File: src/rtl/pc_fetch_if.sv
// Instruction-memory read port between the fetch stage (master) and memory (slave).
// The request is held with a stable address until the memory acknowledges it;
// the acknowledge may come in the same cycle as the request.
`timescale 1ns/1ps
interface pc_fetch_if;
    logic        req;
    logic [31:0] addr;
    logic        ack;
    logic [31:0] rdata;

    modport master (output req, output addr, input ack, input rdata);
    modport slave  (input req, input addr, output ack, output rdata);
endinterface

File: src/rtl/pc_fetch.sv
// pc_fetch: program-counter / instruction-fetch stage with a single registered
// IF/ID slot. Sequential next PC comes from an external pc+4 adder; redirects
// (taken branches/jumps) have priority and flush the slot. A redirect that
// arrives while a memory read is outstanding is parked until that read's ack,
// whose data is then thrown away.
//
// Optional feature macro: PC_ALIGN_CHECK_EN
//   defined   -> a redirect to a non-word-aligned target raises a sticky fault
//                and parks the fetch stage in HALT until reset.
//   undefined -> redirect targets are forced word-aligned, fault is tied low.
`timescale 1ns/1ps
module pc_fetch #(
    parameter logic [31:0] RESET_PC = 32'h0000_0000
) (
    input  logic        clk,
    input  logic        rst,
    output logic [31:0] pc,
    input  logic [31:0] pc_plus4,
    input  logic        redirect_valid,
    input  logic [31:0] redirect_pc,
    pc_fetch_if.master  imem,
    output logic        if_valid,
    output logic [31:0] if_pc,
    output logic [31:0] if_instr,
    input  logic        id_ready,
    output logic        fault
);

`ifdef PC_ALIGN_CHECK_EN
    typedef enum logic [1:0] {
        S_IDLE = 2'd0,
        S_REQ  = 2'd1,
        S_FULL = 2'd2,
        S_HALT = 2'd3
    } state_t;
`else
    typedef enum logic [1:0] {
        S_IDLE = 2'd0,
        S_REQ  = 2'd1,
        S_FULL = 2'd2
    } state_t;
`endif

    state_t      state_reg;
    logic        pending_valid_reg;
    logic [31:0] pending_pc_reg;

    logic        req;
    logic        outstanding;
    logic        accept;
    logic        halted;
    logic [31:0] target;

    // Request whenever waiting for an instruction, or when the slot is being
    // drained this cycle so it can be refilled back-to-back.
    assign req         = (state_reg == S_REQ) || ((state_reg == S_FULL) && id_ready);
    assign imem.req    = req;
    assign imem.addr   = pc;

    // A request seen this cycle without its ack stays in flight past this edge.
    assign outstanding = req && !imem.ack;

    // Ack data is only kept if no redirect has been parked against it.
    assign accept      = req && imem.ack && !pending_valid_reg;

`ifdef PC_ALIGN_CHECK_EN
    logic misaligned;

    assign target     = redirect_pc;
    assign misaligned = (redirect_pc[1:0] != 2'b00);
    assign halted     = (state_reg == S_HALT);

    // Sticky misaligned-redirect flag; only reset clears it.
    always_ff @(posedge clk or posedge rst) begin
        if (rst) begin
            fault <= 1'b0;
        end else if (!halted && redirect_valid && misaligned) begin
            fault <= 1'b1;
        end
    end
`else
    assign target = redirect_pc & 32'hFFFF_FFFC;
    assign halted = 1'b0;
    assign fault  = 1'b0;
`endif

    // Fetch FSM: PC, pending redirect and the IF/ID slot all advance together.
    always_ff @(posedge clk or posedge rst) begin
        if (rst) begin
            state_reg         <= S_IDLE;
            pc                <= RESET_PC;
            if_valid          <= 1'b0;
            if_pc             <= 32'h0000_0000;
            if_instr          <= 32'h0000_0000;
            pending_valid_reg <= 1'b0;
            pending_pc_reg    <= 32'h0000_0000;
        end else if (halted) begin
            // Parked: no requests, redirects ignored, everything holds.
        end else if (redirect_valid) begin
            if_valid <= 1'b0;
`ifdef PC_ALIGN_CHECK_EN
            if (misaligned) begin
                pending_valid_reg <= 1'b0;
                state_reg         <= S_HALT;
            end else
`endif
            if (outstanding) begin
                // Address must stay stable until the ack, so park the target.
                pending_valid_reg <= 1'b1;
                pending_pc_reg    <= target;
                state_reg         <= S_REQ;
            end else begin
                // Nothing in flight (or its ack is this cycle and gets dropped).
                pending_valid_reg <= 1'b0;
                pc                <= target;
                state_reg         <= S_REQ;
            end
        end else if (accept) begin
            if_instr  <= imem.rdata;
            if_pc     <= pc;
            if_valid  <= 1'b1;
            pc        <= pc_plus4;
            state_reg <= S_FULL;
        end else begin
            case (state_reg)
                S_IDLE: state_reg <= S_REQ;
                S_REQ: begin
                    // An ack that was not accepted belongs to a flushed fetch.
                    if (imem.ack) begin
                        pc                <= pending_pc_reg;
                        pending_valid_reg <= 1'b0;
                    end
                end
                S_FULL: begin
                    // Slot consumed with no refill: wait for the next ack.
                    if (id_ready) begin
                        if_valid  <= 1'b0;
                        state_reg <= S_REQ;
                    end
                end
                default: state_reg <= S_IDLE;
            endcase
        end
    end

endmodule

File: src/flat_wrapper.sv
// flat-port wrapper written by rule: the top's interface ports become plain ports
module pc_fetch_flat 
#(
    parameter logic [31:0] RESET_PC = 32'h0000_0000
)
  (clk, rst, pc, pc_plus4, redirect_valid, redirect_pc, if_valid, if_pc, if_instr, id_ready, fault, imem_req, imem_addr, imem_ack, imem_rdata);
  pc_fetch_if imem_i ();
  input  logic clk;
  input  logic rst;
  output logic [31:0] pc;
  input  logic [31:0] pc_plus4;
  input  logic redirect_valid;
  input  logic [31:0] redirect_pc;
  output logic if_valid;
  output logic [31:0] if_pc;
  output logic [31:0] if_instr;
  input  logic id_ready;
  output logic fault;
  output wire logic [$bits(imem_i.req)-1:0] imem_req;
  output wire logic [$bits(imem_i.addr)-1:0] imem_addr;
  input wire logic [$bits(imem_i.ack)-1:0] imem_ack;
  input wire logic [$bits(imem_i.rdata)-1:0] imem_rdata;
  assign imem_req = imem_i.req;
  assign imem_addr = imem_i.addr;
  assign imem_i.ack = imem_ack;
  assign imem_i.rdata = imem_rdata;
  pc_fetch #(.RESET_PC(RESET_PC)) u_core (.clk(clk), .rst(rst), .pc(pc), .pc_plus4(pc_plus4), .redirect_valid(redirect_valid), .redirect_pc(redirect_pc), .imem(imem_i), .if_valid(if_valid), .if_pc(if_pc), .if_instr(if_instr), .id_ready(id_ready), .fault(fault));
endmodule
File: config.mk
export PLATFORM = sky130hd
export DESIGN_NAME = pc_fetch_flat
export DESIGN_NICKNAME = d
export VERILOG_FILES = /design/src/rtl/pc_fetch_if.sv /design/src/rtl/pc_fetch.sv /design/src/flat_wrapper.sv
export SDC_FILE = /design/constraint.sdc
export NUM_CORES = 1
export LEC_CHECK = 0
export ABC_AREA = 1
export CORE_UTILIZATION = 25
export DETAILED_ROUTE_END_ITERATION = 10
export PLACE_DENSITY = 0.58
export SKIP_LAST_GASP = 1
export SYNTH_ARGS = -nofsm -noshare
export SYNTH_HDL_FRONTEND = slang
export SYNTH_SLANG_ARGS = --single-unit
File: constraint.sdc
create_clock -name clk -period 4.63 [get_ports clk]
set_clock_uncertainty 0.05 [all_clocks]
set_input_delay 0.926 -clock clk [delete_from_list [all_inputs] [get_ports clk]]
set_output_delay 0.926 -clock clk [all_outputs]
set_load 0.01 [all_outputs]
Yosys cells after proc, flatten, opt, wreduce, memory -nomap -nowiden
Index checks and enable logic that the tools add are counted.
Storage, ports and cells
  register bits: 130
  bits of input ports: 101
  logic and storage cells: 52
Operators by class
  equality and inequality tests: 6
  mux-type cells: 18
  bitwise operators: 1
  reduce and logical (&&, ||, !) cells: 20
Operators by type and width (count)
  $mux W32: 5
  $reduce_bool A3 Y1: 4
  $mux W1: 9
  $reduce_and A2 Y1: 4
  $mux W2: 3
  $pmux W2 S3: 1
  $reduce_and A3 Y1: 2
  $logic_and A1 B1 Y1: 4
  $ne A2 B2 Y1 const B: 2
  $ne A4 B3 Y1 const B: 1
  $reduce_bool A2 Y1: 2
  $ne A3 B2 Y1 const B: 1
  $eq A2 B1 Y1 const B: 1
  $eq A2 B2 Y1 const B: 1
  $logic_not A1 Y1: 2
  $logic_not A2 Y1: 1
  $logic_or A1 B1 Y1: 1
  $not A1 Y1: 1

Logic depth before layout (Yosys ltp)
  depth after elaboration: 7
  depth in mapped cells: 9

Least setup slack after synthesis
OpenSTA, ideal clock, no wires.
  path type: in2out
  start point: input port id_ready
  end point: output port imem_req
  arrival time: 1446 ps
  required time: 3654 ps
  slack: 2208 ps
  stages on the path: 3
  path through: nand3_2 > nand2_4 > clkbuf_1
On the way
  longest elaborated chain between the ends: 2
RTL lines
  start: declaration: RTL line flat_wrapper.sv:17  | input logic id_ready;
  $logic_and A1 B1 Y1: RTL line pc_fetch.sv:56  | assign req = (state_reg == S_REQ) || ((state_reg == S_FULL) && id_ready);
  $logic_or A1 B1 Y1: RTL line pc_fetch.sv:56
  end: declaration: RTL line flat_wrapper.sv:19  | output wire logic [$bits(imem_i.req)-1:0] imem_req;
No other way between the ends.

Final worst setup path
Ends and elaborated chain as after synthesis.

==> results_dict.tcl <==
set metrics [dict create \
    outcome "finished clean" \
    die-area_um2 24400 \
    arrival_ns 2.54 \
    met2WireLength_um 8800 \
    routed.top_layer "met4" \
    initial_core_util_pct 25.4 \
    critical_path.top_delay_family "buffers and inverters" \
    core-area_um2 23400 \
    p_total_uw 5640 \
    maxClockFrequency_ghz 0.285 \
    yosysSeqAreaShare_pct 54.7 \
    numCtsBuffers 17 \
    cap_violations 0 \
    syn_inst 741 \
    drive_above_1_share_pct 6.02 \
    row_count 56 \
    p_int_uw 3760 \
    grt_pass1_wl_um 29300 \
    syn_area_um2 5950 \
    syn_area_per_cell_um2 8.03 \
    p_leak_uw 0.00430 \
    p_sw_share_pct 33.4 \
    drtPass1Iterations 5 \
    cts_setup_buffers 0 \
    ys.flop_type "dfrtp_1" \
    drtIter0Drc 319 \
    cp_max_fo 39 \
    setup_violations 0 \
    met3WireLength_um 1160 \
    crit_cells 4 \
    hold_viol 0 \
    peakVddDrop_v 0.000214 \
    syn_nets 842 \
    period_share_pct 75.9 \
    crit_path_end_kind "primary output" \
    reg2reg_setup_slack_ns 1.93 \
    slowest_stage "clkdlybuf4s50_1" \
    p_per_area_nw_per_um2 631 \
    setup-tns-final_ns 0 \
    power_frac_seq_pct 34.5 \
    route.detailed.drc 0 \
    cp_common_cell "clkdlybuf4s50_1" \
    clkPwrFrac_pct 27.3 \
    clk_root_buffer_cell "clkbuf_16" \
    wl_met1_um 8580 \
    ios 232 \
    clk_latency_ns 0.42 \
    cts_tree "built" \
    switchingPower_uw 1880 \
    clock-sinks 130 \
    p_comb_share_pct 38.2 \
    start_kind "input port" \
    crit_path_max_incr_delay_ns 0.63 \
    maxSlewHeadroom_pct 45.4 \
    yosys_register_bits 130 \
    crit_chain "clkdlybuf4s50_1 -> nand3_2 -> nand2_4 -> clkdlybuf4s50_1" \
    fp.dieH_um 156 \
    grt_antenna_before_repair 0 \
    rsz0062_at_grt "false" \
    crit_buf_inv 2 \
    slew_viol_final 0 \
    port_buffers 228 \
    cts_hold_buf 0 \
    synth.distinct_cells 19 \
    grt_overflow 0 \
    dieWidth_um 156 \
    ctsHtreeMaxLevel 4 \
    synth-async-reset-ratio_pct 100 \
    postRouteAntennaNets 0 \
    ctsLongestPathBuffers 2 \
    routedWlPerCell_um 15.0 \
    place_congestion 0.770 \
    antennaDiodeCount 0 \
    hpwl_um 12700 \
    hp-class "reg -> reg" \
    viasPerCell 4.33 \
    wl_um 18800 \
    required_ns 3.65 \
    clkSlewWorstSetupHoldPaths_ns 0.06 \
    synth-edff-count 0 \
    track_usage_pct 15.6 \
    whs_path_depth 2 \
    min_period_ns 3.51 \
    num_vias 5418 \
    synth_warnings 0 \
    critPathKind "in -> out" \
    grt_max_degree 86 \
    tightest_slew_ns 0.819 \
    finalNetCount 1019 \
    final_util_pct 38.2 \
    num-fill-cells 2438 \
    area_delta_synth_final_pct 50.2 \
    r2r_cells 7 \
    grt_pass1_vias 5125 \
    cts_resized 0 \
]
==> cells by family (layout without fill, tap and decap cells) <==
logic type / count (synthesis) / after routing / share of synthesized area (%)
AOI/OAI and AO/OA: 4 / 4 / 0.400
buffers and inverters: 88 / 278 / 8.33
DFF: 130 / 130 / 54.7
other: 1 / 1 / 0.0630
and+or+nand+nor: 518 / 518 / 36.5
==> area by class of cell <==
cell class	count	area [um^2]	share of cell area, %
Timing Repair Buffer	239	2380	26.6
Tap cell	319	399	4.47
Inverter	7	31.3	0.350
Sequential cell	130	3250	36.4
Multi-Input combinational cell	523	2200	24.6
Clock inverter	13	233	2.60
Clock buffer	19	443	4.96
==> cell usage after synthesis (2+ instances only) <==
cell,n,share of area (%)
a21oi_1,2,0.17
buf_1,5,0.32
buf_2,15,1.3
buf_4,39,4.9
clkbuf_1,22,1.4
dfrtp_1,130,55
inv_1,3,0.19
inv_2,4,0.25
nand2_1,388,24
nand2_2,2,0.21
nand3_1,91,7.7
nand3_2,3,0.50
nand4_1,30,3.2
nor2_2,2,0.21
==> per-stage QoR <==
stage               cell area [um^2]  std cells  hold WS [ns]  setup WS [ns]
finish                          8940       1250         0.418           1.12
CTS                             8940       1250         0.423           1.12
global route                    8940       1250         0.442           1.03
floorplan                       5950        741         0.393          0.185
detailed placement              8260       1218         0.409          0.941
global placement                8260       1218         0.404          0.932
==> per-layer routing <==
layer	up-vias	GRT usage, %
met1	2540	21.2
met3	14	3.85
li1	2688	-
met4	0	4.39
met2	176	24.6
met5	-	0
==> path summary, 6_finish.rpt <==
path                                            from                        end
min in group asynchronous                        rst        u_core.if_instr[30]
setup / recovery                            id_ready                   imem_req
max in group asynchronous                        rst            u_core.if_pc[4]
hold / removal             u_core.pending_pc_reg[22]  u_core.pending_pc_reg[22]
hold reg to reg            u_core.pending_pc_reg[22]  u_core.pending_pc_reg[22]
setup reg to reg                 u_core.state_reg[1]       u_core.imem.addr[13]
==> power by group through the flow <==
stage	clock network, uW	registers (uW)	logic, uW
after floorplan	0	2060	909
after global placement	0	1960	2160
after detailed placement	0	1970	2180
after CTS	1570	1960	2180
after global routing	1620	2020	2370
final	1540	1950	2150
==> placed cells by master, fill, tap and decap left out <==
cell type,count
clkbuf_16,17
conb_1,1
clkdlybuf4s50_1,228
o21ai_0,1
a21oi_2,1
nand2_1,388
nand4_1,30
inv_1,2
clkbuf_8,1
clkbuf_1,1
nand3_2,3
nand3b_1,1
dfrtp_1,130
a21oi_1,2
inv_2,4
nor2_2,2
clkinv_2,2
buf_4,10
nand3_1,91
clkinvlp_4,1
clkinv_4,4
nand2_2,2
bufinv_16,6
inv_6,1
nand2_4,1
buf_12,1
==> worst min-delay path: stages (launching register included) <==
cell,delay [ns]
dfrtp_1,0.34
nand2_1,0.05
nand2_1,0.05
Note: power is estimated with default switching activity, not from simulation.
